## src/rtl/fixed_attention_residual_add_if.sv

```systemverilog
// Stream bundle for the attention residual-add stage: skip input, attention input
// and sum output, each a P-element block with valid/ready handshake.
interface fixed_attention_residual_add_if #(
    parameter int P  = 4,
    parameter int W0 = 8,
    parameter int W1 = 8,
    parameter int WO = 8
);
    logic signed [W0-1:0] data_in_0 [P-1:0];
    logic                 data_in_0_valid;
    logic                 data_in_0_ready;
    logic signed [W1-1:0] data_in_1 [P-1:0];
    logic                 data_in_1_valid;
    logic                 data_in_1_ready;
    logic signed [WO-1:0] data_out_0 [P-1:0];
    logic                 data_out_0_valid;
    logic                 data_out_0_ready;

    modport slave (
        input  data_in_0, data_in_0_valid, data_in_1, data_in_1_valid, data_out_0_ready,
        output data_in_0_ready, data_in_1_ready, data_out_0, data_out_0_valid
    );

    modport master (
        output data_in_0, data_in_0_valid, data_in_1, data_in_1_valid, data_out_0_ready,
        input  data_in_0_ready, data_in_1_ready, data_out_0, data_out_0_valid
    );
endinterface

```

## src/rtl/fixed_attention_residual_add.sv

```systemverilog
// Residual add after attention: buffers the early skip stream in a block FIFO and joins
// it with the attention stream, producing a saturated fixed-point sum per element.
module fixed_attention_residual_add #(
    parameter int DATA_IN_0_PRECISION_0       = 8,
    parameter int DATA_IN_0_PRECISION_1       = 4,
    parameter int DATA_IN_1_PRECISION_0       = 8,
    parameter int DATA_IN_1_PRECISION_1       = 4,
    parameter int DATA_OUT_0_PRECISION_0      = 8,
    parameter int DATA_OUT_0_PRECISION_1      = 4,
    parameter int DATA_IN_0_TENSOR_SIZE_DIM_0 = 4,
    parameter int DATA_IN_0_TENSOR_SIZE_DIM_1 = 4,
    parameter int DATA_IN_0_PARALLELISM_DIM_0 = 2,
    parameter int DATA_IN_0_PARALLELISM_DIM_1 = 2,
    parameter int SKIP_FIFO_DEPTH             = 8
) (
    input  logic clk,
    input  logic rst,
    fixed_attention_residual_add_if.slave bus
);
    localparam int P    = DATA_IN_0_PARALLELISM_DIM_0 * DATA_IN_0_PARALLELISM_DIM_1;
    localparam int W0   = DATA_IN_0_PRECISION_0;
    localparam int W1   = DATA_IN_1_PRECISION_0;
    localparam int WO   = DATA_OUT_0_PRECISION_0;
    localparam int F0   = DATA_IN_0_PRECISION_1;
    localparam int F1   = DATA_IN_1_PRECISION_1;
    localparam int FO   = DATA_OUT_0_PRECISION_1;
    localparam int F    = (F0 > F1) ? F0 : F1;
    localparam int I0   = W0 - F0;
    localparam int I1   = W1 - F1;
    localparam int IM   = (I0 > I1) ? I0 : I1;
    localparam int SW   = IM + F + 1;
    localparam int SHL  = (FO > F) ? (FO - F) : 0;
    localparam int SHR  = (F > FO) ? (F - FO) : 0;
    localparam int CW0  = SW + SHL;
    localparam int CW   = (CW0 > WO) ? CW0 : (WO + 1);
    localparam int AW   = (SKIP_FIFO_DEPTH > 1) ? $clog2(SKIP_FIFO_DEPTH) : 1;
    localparam int CNTW = $clog2(SKIP_FIFO_DEPTH + 1);

    localparam logic [AW-1:0]          LAST_PTR = AW'(SKIP_FIFO_DEPTH - 1);
    localparam logic [CNTW-1:0]        DEPTH_C  = CNTW'(SKIP_FIFO_DEPTH);
    localparam logic signed [CW-1:0]   SAT_MAX  = {{(CW-WO+1){1'b0}}, {(WO-1){1'b1}}};
    localparam logic signed [CW-1:0]   SAT_MIN  = {{(CW-WO+1){1'b1}}, {(WO-1){1'b0}}};

    logic signed [W0-1:0] r_mem [SKIP_FIFO_DEPTH][P];
    logic [AW-1:0]        r_wr_ptr;
    logic [AW-1:0]        r_rd_ptr;
    logic [CNTW-1:0]      r_count;
    logic signed [WO-1:0] r_dout [P-1:0];
    logic                 r_dout_valid;

    logic                 w_full;
    logic                 w_empty;
    logic                 w_push;
    logic                 w_join_ok;
    logic                 w_fire;
    logic signed [CW-1:0] w_a [P];
    logic signed [CW-1:0] w_b [P];
    logic signed [CW-1:0] w_s [P];
    logic signed [WO-1:0] w_sum [P];

    function automatic logic [AW-1:0] ptr_inc(input logic [AW-1:0] p);
        logic [AW-1:0] n;
        if (p == LAST_PTR) begin
            n = {AW{1'b0}};
        end else begin
            n = p + AW'(1);
        end
        return n;
    endfunction

    function automatic logic signed [WO-1:0] sat_f(input logic signed [CW-1:0] v);
        logic signed [WO-1:0] res;
        if (v > SAT_MAX) begin
            res = {1'b0, {(WO-1){1'b1}}};
        end else if (v < SAT_MIN) begin
            res = {1'b1, {(WO-1){1'b0}}};
        end else begin
            res = v[WO-1:0];
        end
        return res;
    endfunction

    assign w_full              = (r_count == DEPTH_C);
    assign w_empty             = (r_count == {CNTW{1'b0}});
    assign bus.data_in_0_ready = !w_full && !rst;
    assign w_push              = bus.data_in_0_valid && !w_full && !rst;
    // Popping never frees a slot for a same-cycle push; the skip block must already be stored.
    assign w_join_ok           = !w_empty && !rst && (!r_dout_valid || bus.data_out_0_ready);
    assign bus.data_in_1_ready = w_join_ok;
    assign w_fire              = w_join_ok && bus.data_in_1_valid;

    // Skip block storage, written only on an accepted push
    always_ff @(posedge clk) begin
        if (w_push) begin
            for (int i = 0; i < P; i++) begin
                r_mem[r_wr_ptr][i] <= bus.data_in_0[i];
            end
        end
    end

    // FIFO pointers and occupancy
    always_ff @(posedge clk) begin
        if (rst) begin
            r_wr_ptr <= {AW{1'b0}};
            r_rd_ptr <= {AW{1'b0}};
            r_count  <= {CNTW{1'b0}};
        end else begin
            if (w_push) begin
                r_wr_ptr <= ptr_inc(r_wr_ptr);
            end
            if (w_fire) begin
                r_rd_ptr <= ptr_inc(r_rd_ptr);
            end
            case ({w_push, w_fire})
                2'b10:   r_count <= r_count + CNTW'(1);
                2'b01:   r_count <= r_count - CNTW'(1);
                default: r_count <= r_count;
            endcase
        end
    end

    // Align both operands to the common fraction, add, rescale to the output fraction, saturate
    always_comb begin
        for (int i = 0; i < P; i++) begin
            w_a[i]   = CW'(r_mem[r_rd_ptr][i]) <<< (F - F0);
            w_b[i]   = CW'(bus.data_in_1[i]) <<< (F - F1);
            w_s[i]   = ((w_a[i] + w_b[i]) <<< SHL) >>> SHR;
            w_sum[i] = sat_f(w_s[i]);
        end
    end

    // Output register: load on join, hold while stalled, drop valid once taken
    always_ff @(posedge clk) begin
        if (rst) begin
            r_dout_valid <= 1'b0;
            for (int i = 0; i < P; i++) begin
                r_dout[i] <= {WO{1'b0}};
            end
        end else if (w_fire) begin
            r_dout_valid <= 1'b1;
            for (int i = 0; i < P; i++) begin
                r_dout[i] <= w_sum[i];
            end
        end else if (bus.data_out_0_ready) begin
            r_dout_valid <= 1'b0;
        end else begin
            r_dout_valid <= r_dout_valid;
        end
    end

    assign bus.data_out_0       = r_dout;
    assign bus.data_out_0_valid = r_dout_valid;
endmodule
```

## src/flat_wrapper.sv

```systemverilog
// flat-port wrapper written by rule: the top's interface ports become plain ports
module fixed_attention_residual_add_flat 
#(
    parameter int DATA_IN_0_PRECISION_0       = 8,
    parameter int DATA_IN_0_PRECISION_1       = 4,
    parameter int DATA_IN_1_PRECISION_0       = 8,
    parameter int DATA_IN_1_PRECISION_1       = 4,
    parameter int DATA_OUT_0_PRECISION_0      = 8,
    parameter int DATA_OUT_0_PRECISION_1      = 4,
    parameter int DATA_IN_0_TENSOR_SIZE_DIM_0 = 4,
    parameter int DATA_IN_0_TENSOR_SIZE_DIM_1 = 4,
    parameter int DATA_IN_0_PARALLELISM_DIM_0 = 2,
    parameter int DATA_IN_0_PARALLELISM_DIM_1 = 2,
    parameter int SKIP_FIFO_DEPTH             = 8
)
  (clk, rst, bus_data_in_0, bus_data_in_0_valid, bus_data_in_1, bus_data_in_1_valid, bus_data_out_0_ready, bus_data_in_0_ready, bus_data_in_1_ready, bus_data_out_0, bus_data_out_0_valid);
  fixed_attention_residual_add_if bus_i ();
  input  logic clk;
  input  logic rst;
  input wire logic [$bits(bus_i.data_in_0)-1:0] bus_data_in_0;
  input wire logic [$bits(bus_i.data_in_0_valid)-1:0] bus_data_in_0_valid;
  input wire logic [$bits(bus_i.data_in_1)-1:0] bus_data_in_1;
  input wire logic [$bits(bus_i.data_in_1_valid)-1:0] bus_data_in_1_valid;
  input wire logic [$bits(bus_i.data_out_0_ready)-1:0] bus_data_out_0_ready;
  output wire logic [$bits(bus_i.data_in_0_ready)-1:0] bus_data_in_0_ready;
  output wire logic [$bits(bus_i.data_in_1_ready)-1:0] bus_data_in_1_ready;
  output wire logic [$bits(bus_i.data_out_0)-1:0] bus_data_out_0;
  output wire logic [$bits(bus_i.data_out_0_valid)-1:0] bus_data_out_0_valid;
  assign bus_i.data_in_0 = {>>{bus_data_in_0}};
  assign bus_i.data_in_0_valid = bus_data_in_0_valid;
  assign bus_i.data_in_1 = {>>{bus_data_in_1}};
  assign bus_i.data_in_1_valid = bus_data_in_1_valid;
  assign bus_i.data_out_0_ready = bus_data_out_0_ready;
  assign bus_data_in_0_ready = bus_i.data_in_0_ready;
  assign bus_data_in_1_ready = bus_i.data_in_1_ready;
  assign bus_data_out_0 = {>>{bus_i.data_out_0}};
  assign bus_data_out_0_valid = bus_i.data_out_0_valid;
  fixed_attention_residual_add #(.DATA_IN_0_PRECISION_0(DATA_IN_0_PRECISION_0), .DATA_IN_0_PRECISION_1(DATA_IN_0_PRECISION_1), .DATA_IN_1_PRECISION_0(DATA_IN_1_PRECISION_0), .DATA_IN_1_PRECISION_1(DATA_IN_1_PRECISION_1), .DATA_OUT_0_PRECISION_0(DATA_OUT_0_PRECISION_0), .DATA_OUT_0_PRECISION_1(DATA_OUT_0_PRECISION_1), .DATA_IN_0_TENSOR_SIZE_DIM_0(DATA_IN_0_TENSOR_SIZE_DIM_0), .DATA_IN_0_TENSOR_SIZE_DIM_1(DATA_IN_0_TENSOR_SIZE_DIM_1), .DATA_IN_0_PARALLELISM_DIM_0(DATA_IN_0_PARALLELISM_DIM_0), .DATA_IN_0_PARALLELISM_DIM_1(DATA_IN_0_PARALLELISM_DIM_1), .SKIP_FIFO_DEPTH(SKIP_FIFO_DEPTH)) u_core (.clk(clk), .rst(rst), .bus(bus_i));
endmodule
```

## config.mk

```make
export PLATFORM = sky130hd
export DESIGN_NAME = fixed_attention_residual_add_flat
export DESIGN_NICKNAME = d
export VERILOG_FILES = /design/src/rtl/fixed_attention_residual_add_if.sv /design/src/rtl/fixed_attention_residual_add.sv /design/src/flat_wrapper.sv
export SDC_FILE = /design/constraint.sdc
export NUM_CORES = 1
export LEC_CHECK = 0
export ABC_CLOCK_PERIOD_IN_PS = 4200
export BUFFER_PORTS_ARGS = -buffer_cell sky130_fd_sc_hd__buf_2
export CAP_MARGIN = 20
export CORE_AREA = 8 8 167 169
export DETAILED_ROUTE_END_ITERATION = 8
export DIE_AREA = 0 0 175 177
export PLACE_DENSITY = 0.75
export SYNTH_ARGS = -nofsm -noshare
export SYNTH_HDL_FRONTEND = slang
export SYNTH_SLANG_ARGS = --single-unit
```

## constraint.sdc

```tcl
create_clock -name clk -period 4.2 [get_ports clk]
set_input_delay 0.42 -clock clk [delete_from_list [all_inputs] [get_ports clk]]
set_output_delay 0.42 -clock clk [all_outputs]
set_load 0.03 [all_outputs]
```

==> Yosys cells after proc, flatten, opt, wreduce, memory -nomap -nowiden <==
Memory sizes are Yosys's and may differ from the RTL's. A register that Yosys moved wholly into a read port is not among the register bits.
Cells that the tools add are included.
{ "word_totals": {"regBits": 43, "latchBits": 0, "ram_bits": 256, "rom_bits": 0, "memories": 1} }
{ "classes": {"add_sub_neg": 8, "mul": 0, "n_div": 0, "n_lt_le_gt_ge": 8, "n_eq_ne": 5, "shift": 0, "n_mux": 17, "bitwise_logic": 0, "reduce_logical": 14} }
{ "memory_table": {"columns": ["memory", "words", "width", "read_ports", "rd_clocked_by_memory_dff", "wr", "line", "text"], "rows": [
  ["u_core.r_mem", 8, 32, 1, 1, 1, "fixed_attention_residual_add.sv:44", "logic signed [W0-1:0] r_mem [SKIP_FIFO_DEPTH][P];"]
]} }
{ "ops": {"columns": ["cell", "count"], "rows": [
  ["$mux 8", 8],
  ["$add 8x8->9", 4],
  ["$gt 9x8->1 const B", 4],
  ["$lt 9x8->1 const B", 4],
  ["$mux 3", 4],
  ["$pmux 4 s2", 1],
  ["$add 3x1->3 const B", 2],
  ["$eq 3x3->1 const B", 2],
  ["$logic_and 1x1->1", 6],
  ["$add 4x1->4 const B", 1],
  ["$eq 4x4->1 const B", 1],
  ["$logic_not 1->1", 4],
  ["$logic_not 4->1", 1],
  ["$mux 1", 4],
  ["$reduce_bool 2->1", 2],
  ["$sub 4x1->4 const B", 1],
  ["$eq 2x1->1 const B", 1],
  ["$eq 2x2->1 const B", 1],
  ["$logic_or 1x1->1", 1]
]} }

==> Longest topological paths before layout <==
Gate-level depths: netlist of run 1.
{ "depth": {"word_depth": 7, "ltp_mapped": 14} }

==> Worst setup path before layout of run 1 <==
No wires, ideal clock.
{ "synth_path": {"path_kind": "input to register", "from": "input port rst", "to": "memory u_core.r_mem[0][0] in the netlist's numbering, enable pin", "t_arrival_ns": 4.574, "required_time_ns": 3.699, "setup_slack_ns": -0.875, "stages": 5, "n_path_buf": 2, "cell_sequence": "clkbuf_1 a21oi_1 nand2_1 clkbuf_1 nor4_1"} }
{ "synth_between": {"elab_chain_cells": 4} }
{ "synth_rtl": {"columns": ["item", "line", "text"], "rows": [
  ["start, declared", "flat_wrapper.sv:19", "input logic rst;"],
  ["$logic_not 1->1", "fixed_attention_residual_add.sv:86", "assign w_push = bus.data_in_0_valid && !w_full && !rst;"],
  ["$logic_and 1x1->1", "fixed_attention_residual_add.sv:86", null],
  ["$mux 1", "fixed_attention_residual_add.sv:94", "if (w_push) begin"],
  ["$mux 1 (not written as such)", "fixed_attention_residual_add.sv:96", "r_mem[r_wr_ptr][i] <= bus.data_in_0[i];"],
  ["end, declared", "fixed_attention_residual_add.sv:44", null]
]} }
No other way between the ends.

==> summary.md, run 1 <==
| Metric | Value |
|---|---|
| Outcome | finished clean |
| Finished Cell Area | 15400 um2 |
| Max-Cap Viols | 0 |
| Area grow syn2layout | 15.4% |
| Worst Path Arrival | 4.06 ns |
| Fin Clk Skew | 0.0112 ns |
| Core Region | 25500 um2 |
| Fmax | 274 MHz |
| Register area | 8610 um2 |
| Drc violations | 0 |
| CP required | 4.61 ns |
| Commonest cells in the netlist | edfxtp_1 (256), mux4_2 (64), nor2_1 (63), dfxtp_1 (46), ha_1 (39) |
| Row Count | 59 |
| Endpoints failing hold | 0 |
| Number of iterations in the first detailed-routing pass | 5 |
| Net count, final | 1041 |
| H-tree depth | 1 |
| Post-cts sizing count | 0 |
| Leading area contributor after synthesis | edfxtp_1 |
| DRT iter0 DRCs | 454 |
| Hold slack | 0.135 ns |
| Post-route clock period utilization | 0.870 |
| Most common cell in the netlist | edfxtp_1 |
| Reg clk slew, reported paths | 0.06 ns |
| Cell total after placement | 1231 |
| Synth area leaders | edfxtp_1 (58%), mux4_2 (11%), dfxtp_1 (6.9%), ha_1 (3.7%), mux2_2 (2.7%) |
| Footprint of the multi-input gates | 4550 um2 |
| CTS sink cnt | 302 |
| Die X | 175 um |
| RSZ-0062 raised after global routing | no |
| Input/output buffers | 103 |
| Setup_tns | 0 ns |
| Yosys top cell area share | 0.577 |
| Detail Placement HPWL | 18.0 mm |
| Max Slew Vio Count | 0 |
| Clock buffer depth | 3 |
| Synthesized area per cell | 16.6 um2 |
| Seq/Total Area, Yosys | 0.646 |
| Antenna violations before repair | 0 |
| Period minus WS final | 3.66 ns |
| Setup WS pre-CTS | 0.549 ns |
| Worst vdd ir | 0.399 mV |
| Via count | 7465 |
| Share of cells above drive strength 1 | 0.348 |
| Leakage power | 5.28 nW |
| Ant. Diodes | 0 |
| Worst Tran Pin Value | 1.00 ns |
| Worst setup EP type | flip-flop |
| Largest net degree at the start of global routing | 43 |
| Routed Antenna Nets | 0 |
| Total Routing Usage GR | 0.177 |
| TritonCTS Buffers | 30 |
| Fillers | 1865 |
| Skew-Pair Late Insertion Delay | 0.55 ns |
| Post-CTS Setup Bufs | 0 |
| CTS tree | done |
| Seq cells post-synth | 302 |
| Initial core utilization | 0.524 |
| Dpl cell area | 14400 um2 |
| Post-synthesis async set-or-reset flop share | 0 |
| Synthesized cell area | 13300 um2 |
| Hold/Removal Path Class | primary input to flip-flop |
| Top FF cell, synth | edfxtp_1 |
| Final setup viols | 0 |
| Per-cell routed wire length | 21.6 um |
| Routability congestion estimate | 0.839 |
| Die height | 177 um |
| CTS root buffer | clkbuf_16 |
| Rel. slew slack | 0.330 |
| Cts hold-fix bufs | 0 |
| Mapped Cells | 804 |
| Syn_nets | 917 |
| Vias per inst | 5.80 |
| Setup CP Type | flip-flop to flip-flop |
| Full die area | 31000 um2 |
| Post-synth cell types | 62 |
| Startpoint type of the worst setup path | flip-flop |
| PD cells | 489 nW/um2 |
| Wirelength, routed | 27.9 mm |
| Vias in the first global route | 7532 |
| Synth warnings | 0 |
| Worst Path Max Fanout | 19 |
| # IOs | 104 |
| EDFF count, synth | 256 |
| Non-Filler Instances | 1287 |
| Grt ovf | 0 |
| Final WS setup | 0.544 ns |
| First-pass GRT wire length | 42.8 mm |
[flip-flops by register name, summed over array words and instances (netlist names), named ones only]
| name | flops |
|---|---|
| u_core.bus.data_out_0_valid | 1 |
| u_core.r_rd_ptr | 3 |
| u_core.r_count | 4 |
| u_core.r_mem | 256 |
| u_core.bus.data_out_0 | 32 |
| u_core.r_wr_ptr | 3 |
[final timing paths]
path	startpoint	to	slack, ns	depth (start not counted)
worst max register to register	flip-flop	u_core.bus.data_out_0[18]	0.54	11
worst min register to register	u_core.bus.data_out_0[14]	u_core.bus.data_out_0[14]	0.46	2
worst min-delay path	rst	u_core.bus.data_out_0_valid	0.14	2
worst max-delay path	flip-flop	u_core.bus.data_out_0[18]	0.54	11
[layout make-up]
class,count,area share
Sequential cell,302,0.560
Multi-Input combinational cell,450,0.295
Clock buffer,37,0.0538
Timing Repair Buffer,127,0.0468
Tap cell,335,0.0272
Clock inverter,19,0.0130
Inverter,17,0.00415
[cells by family (layout without fill, tap and decap cells)]
family / count (synthesis) / count (layout) / share of synthesized area
DFF: 302 / 302 / 0.646
AOI/OAI and AO/OA: 150 / 150 / 0.0866
and+or+nand+nor: 133 / 133 / 0.0504
muxes: 96 / 96 / 0.135
buffers and inverters: 52 / 200 / 0.0177
adders and majority gates: 49 / 49 / 0.0483
xor gates and xnor gates: 22 / 22 / 0.0161
[routing by layer]
layer | wire [um] | track usage | part of all wire | vias up
li1 | - | - | - | 3449
met2 | 14100 | 0.305 | 0.51 | 222
met1 | 11800 | 0.230 | 0.42 | 3751
met4 | 484 | 0.0449 | 0.017 | 0
met5 | 0 | 0 | 0 | -
met3 | 1510 | 0.0297 | 0.054 | 43
[through the flow]
step	power (mW)	util
after floorplan	4.52	-
after global placement	4.82	0.564
after detailed placement	4.84	0.564
after CTS	7.58	0.604
after global routing	7.81	0.604
final	7.53	0.604
[worst max-delay path: stages (launching register included)]
cell	delay, ns
dfxtp_4	0.59
buf_4	0.27
mux4_2	0.52
mux2_2	0.28
ha_1	0.23
fa_1	0.44
a211oi_2	0.26
o21ai_2	0.11
a21oi_2	0.27
a31oi_4	0.20
a21oi_1	0.23
a211oi_1	0.13
[cell usage in the layout, fill, tap and decap left out, types with 22 or more instances in the layout]
| cell | n |
|---|---|
| mux2_2 | 32 |
| a21oi_1 | 37 |
| clkbuf_16 | 31 |
| mux4_2 | 64 |
| ha_1 | 39 |
| nor2_1 | 60 |
| dfxtp_1 | 43 |
| edfxtp_1 | 256 |
| buf_2 | 103 |
| buf_4 | 22 |
[where the power goes]
group | total, mW | internal, mW | switching [mW]
sequential | 3.42 | 3.35 | 0.0692
combinational | 1.36 | 0.576 | 0.789
clock | 2.75 | 1.64 | 1.10
No activity file was read; power rests on OpenSTA's default activity.
==> run 2: changes to the inputs <==
--- a/config.mk
+++ b/config.mk
@@ -11,6 +11,7 @@
 export CORE_AREA = 8 8 167 169
 export DETAILED_ROUTE_END_ITERATION = 8
 export DIE_AREA = 0 0 175 177
+export MAX_ROUTING_LAYER = met4
 export PLACE_DENSITY = 0.75
 export SYNTH_ARGS = -nofsm -noshare
 export SYNTH_HDL_FRONTEND = slang
==> run 2 against run 1 <==
Worst setup slack better by 0.0099 ns. Sequential power is essentially flat. Register-to-register slack about the same.
==> summary.md, run 2 (synthesis gave the netlist of run 1 again) <==
| Metric | Value |
|---|---|
| Outcome | finished clean |
| Die X | 175 um (unchanged) |
| H-tree depth | 1 (unchanged) |
| Endpoints failing hold | 0 (unchanged) |
| Wirelength, routed | 27.9 mm (+0.31%) |
| TritonCTS Buffers | 30 (unchanged) |
| DRT iter0 DRCs | 431 (-5.1%) |
| Total Routing Usage GR | 0.182 (+0.00536) |
| Fin Clk Skew | 0.0136 ns (+0.00246 ns) |
| Worst Path Max Fanout | 19 (unchanged) |
| Die height | 177 um (unchanged) |
| Post-CTS Setup Bufs | 0 (unchanged) |
| Post-cts sizing count | 0 (unchanged) |
| Vias in the first global route | 7537 (+0.066%) |
| # IOs | 104 (unchanged) |
| CTS sink cnt | 302 (unchanged) |
| Core Region | 25500 um2 (unchanged) |
| Sw frac | 0.260 (about the same) |
| Skew-Pair Late Insertion Delay | 0.55 ns (about the same) |
| Final WS setup | 0.554 ns (+0.00994 ns) |
| CTS tree | done |
| Via count | 7480 (+0.20%) |
| Cell total after placement | 1231 (unchanged) |
| Row Count | 59 (unchanged) |
| Met1 WL | 12.0 mm (+1.7%) |
| Tot Pwr | 7.52 mW (about the same) |
| Int Pwr | 5.57 mW (about the same) |
| Post-route clock period utilization | 0.868 (-0.00237) |
| Fmax | 274 MHz (+0.27%) |
| Per-cell routed wire length | 21.7 um (+0.23%) |
| Reg clk slew, reported paths | 0.06 ns (about the same) |
| CP required | 4.61 ns (about the same) |
| Setup_tns | 0 ns (unchanged) |
| Top register by number of flip-flops | u_core.r_mem |
| Initial core utilization | 0.524 (unchanged) |
| Commonest non-fill, non-tap cell in the layout | edfxtp_1 |
| Worst Path Arrival | 4.06 ns (about the same) |
| Largest net degree at the start of global routing | 43 (unchanged) |
| Max-Cap Viols | 0 (unchanged) |
| Worst Tran Pin Value | 1.00 ns (-0.000304 ns) |
| Full die area | 31000 um2 (unchanged) |
| Most frequent cells in the layout | edfxtp_1 (256), buf_2 (103), mux4_2 (64) |
| Worst setup EP type | flip-flop |
| Setup WS pre-CTS | 0.549 ns (unchanged) |
| Antenna violations before repair | 1 (+1) |
| Fillers | 1864 (-0.054%) |
| Detail Placement HPWL | 18.0 mm (unchanged) |
| Met2 WL post-DR | 14.1 mm (about the same) |
| Input/output buffers | 103 (unchanged) |
| Startpoint type of the worst setup path | flip-flop |
| First-pass GRT wire length | 42.8 mm (unchanged) |
| Routability congestion estimate | 0.851 (+1.4%) |
| Net count, final | 1041 (unchanged) |
| Total length of routed met3 wires | 1.41 mm (-6.9%) |
| Leakage power | 5.28 nW (unchanged) |
| Max Slew Vio Count | 0 (unchanged) |
| Cts hold-fix bufs | 0 (unchanged) |
| Period minus WS final | 3.65 ns (-0.00994 ns) |
| Highest layer used for signal routing | met4 |
| Drc violations | 0 (unchanged) |
| Comb pwr share | 0.181 (about the same) |
| CTS root buffer | clkbuf_16 |
| Share of cells above drive strength 1 | 0.348 (unchanged) |
| Switching power | 1.96 mW (-0.11%) |
| Vias per inst | 5.81 (+0.12%) |
| Hold/Removal Path Class | primary input to flip-flop |
| Non-Filler Instances | 1288 (+0.078%) |
| Area grow syn2layout | 15.5% (about the same) |
| RSZ-0062 raised after global routing | no |
| Routed Antenna Nets | 0 (unchanged) |
| PD cells | 489 nW/um2 (about the same) |
| Worst vdd ir | 0.399 mV (-0.19%) |
| Grt ovf | 0 (unchanged) |
| Final setup viols | 0 (unchanged) |
| Setup CP Type | flip-flop to flip-flop |
| Hold slack | 0.142 ns (+0.00673 ns) |
| Number of iterations in the first detailed-routing pass | 5 (unchanged) |
| Largest register FFs | 256 (unchanged) |
| Flop pwr share | 0.454 (about the same) |
| Rel. slew slack | 0.330 (about the same) |
| Clock buffer depth | 3 (unchanged) |
| Clk pwr share | 0.365 (about the same) |
[run 2: final cells by class]
| class | count | area (um2) | share of cell area |
|---|---|---|---|
| Tap cell | 335 | 419 | 0.0272 |
| Sequential cell | 302 | 8610 | 0.560 |
| Inverter | 17 | 63.8 | 0.00414 |
| Multi-Input combinational cell | 450 | 4550 | 0.295 |
| Clock inverter | 19 | 200 | 0.0130 |
| Timing Repair Buffer | 127 | 721 | 0.0468 |
| Clock buffer | 37 | 828 | 0.0538 |
| Antenna cell | 1 | 2.50 | 0.000163 |
[run 2: per-layer routing]
metal	global-route usage	up-vias
met1	0.230	3788
met4	0.0449	0
met3	0.0297	44
met2	0.305	192
li1	-	3456
met5	-	-
[run 2: per-stage QoR]
step,area (um2),utilization
detailed placement,14400,0.564
global placement,14400,0.564
global route,15400,0.604
finish,15400,0.604
CTS,15400,0.604
floorplan,13300,-
[run 2: final timing paths]
| path | end | cells after the start | slack [ns] | start |
|---|---|---|---|---|
| worst max-delay path | u_core.bus.data_out_0[22] | 11 | 0.55 | flip-flop |
| worst min-delay path | u_core.r_mem[2][21] | 1 | 0.14 | bus_data_in_0[13] |
| worst max register to register | u_core.bus.data_out_0[22] | 11 | 0.55 | flip-flop |
| worst min register to register | u_core.bus.data_out_0[14] | 2 | 0.46 | u_core.bus.data_out_0[14] |
[run 2: power by group through the flow]
stage          registers [mW]  clock network, mW  logic, mW
2_1_floorplan            3.56                  0      0.961
3_3_place_gp             3.48                  0       1.34
3_5_place_dp             3.48                  0       1.36
4_1_cts                  3.42               2.78       1.37
5_1_grt                  3.43               2.89       1.49
6_report                 3.42               2.74       1.36
[run 2: critical path, cell delays in order, from the launching register on]
cell and delay (ns):
dfxtp_4 0.59, buf_4 0.27, mux4_2 0.52, mux2_2 0.28, ha_1 0.23, fa_1 0.44
a211oi_2 0.26, o21ai_2 0.11, a21oi_2 0.27, a2111oi_4 0.09, nor4_1 0.36, nor4_2 0.09
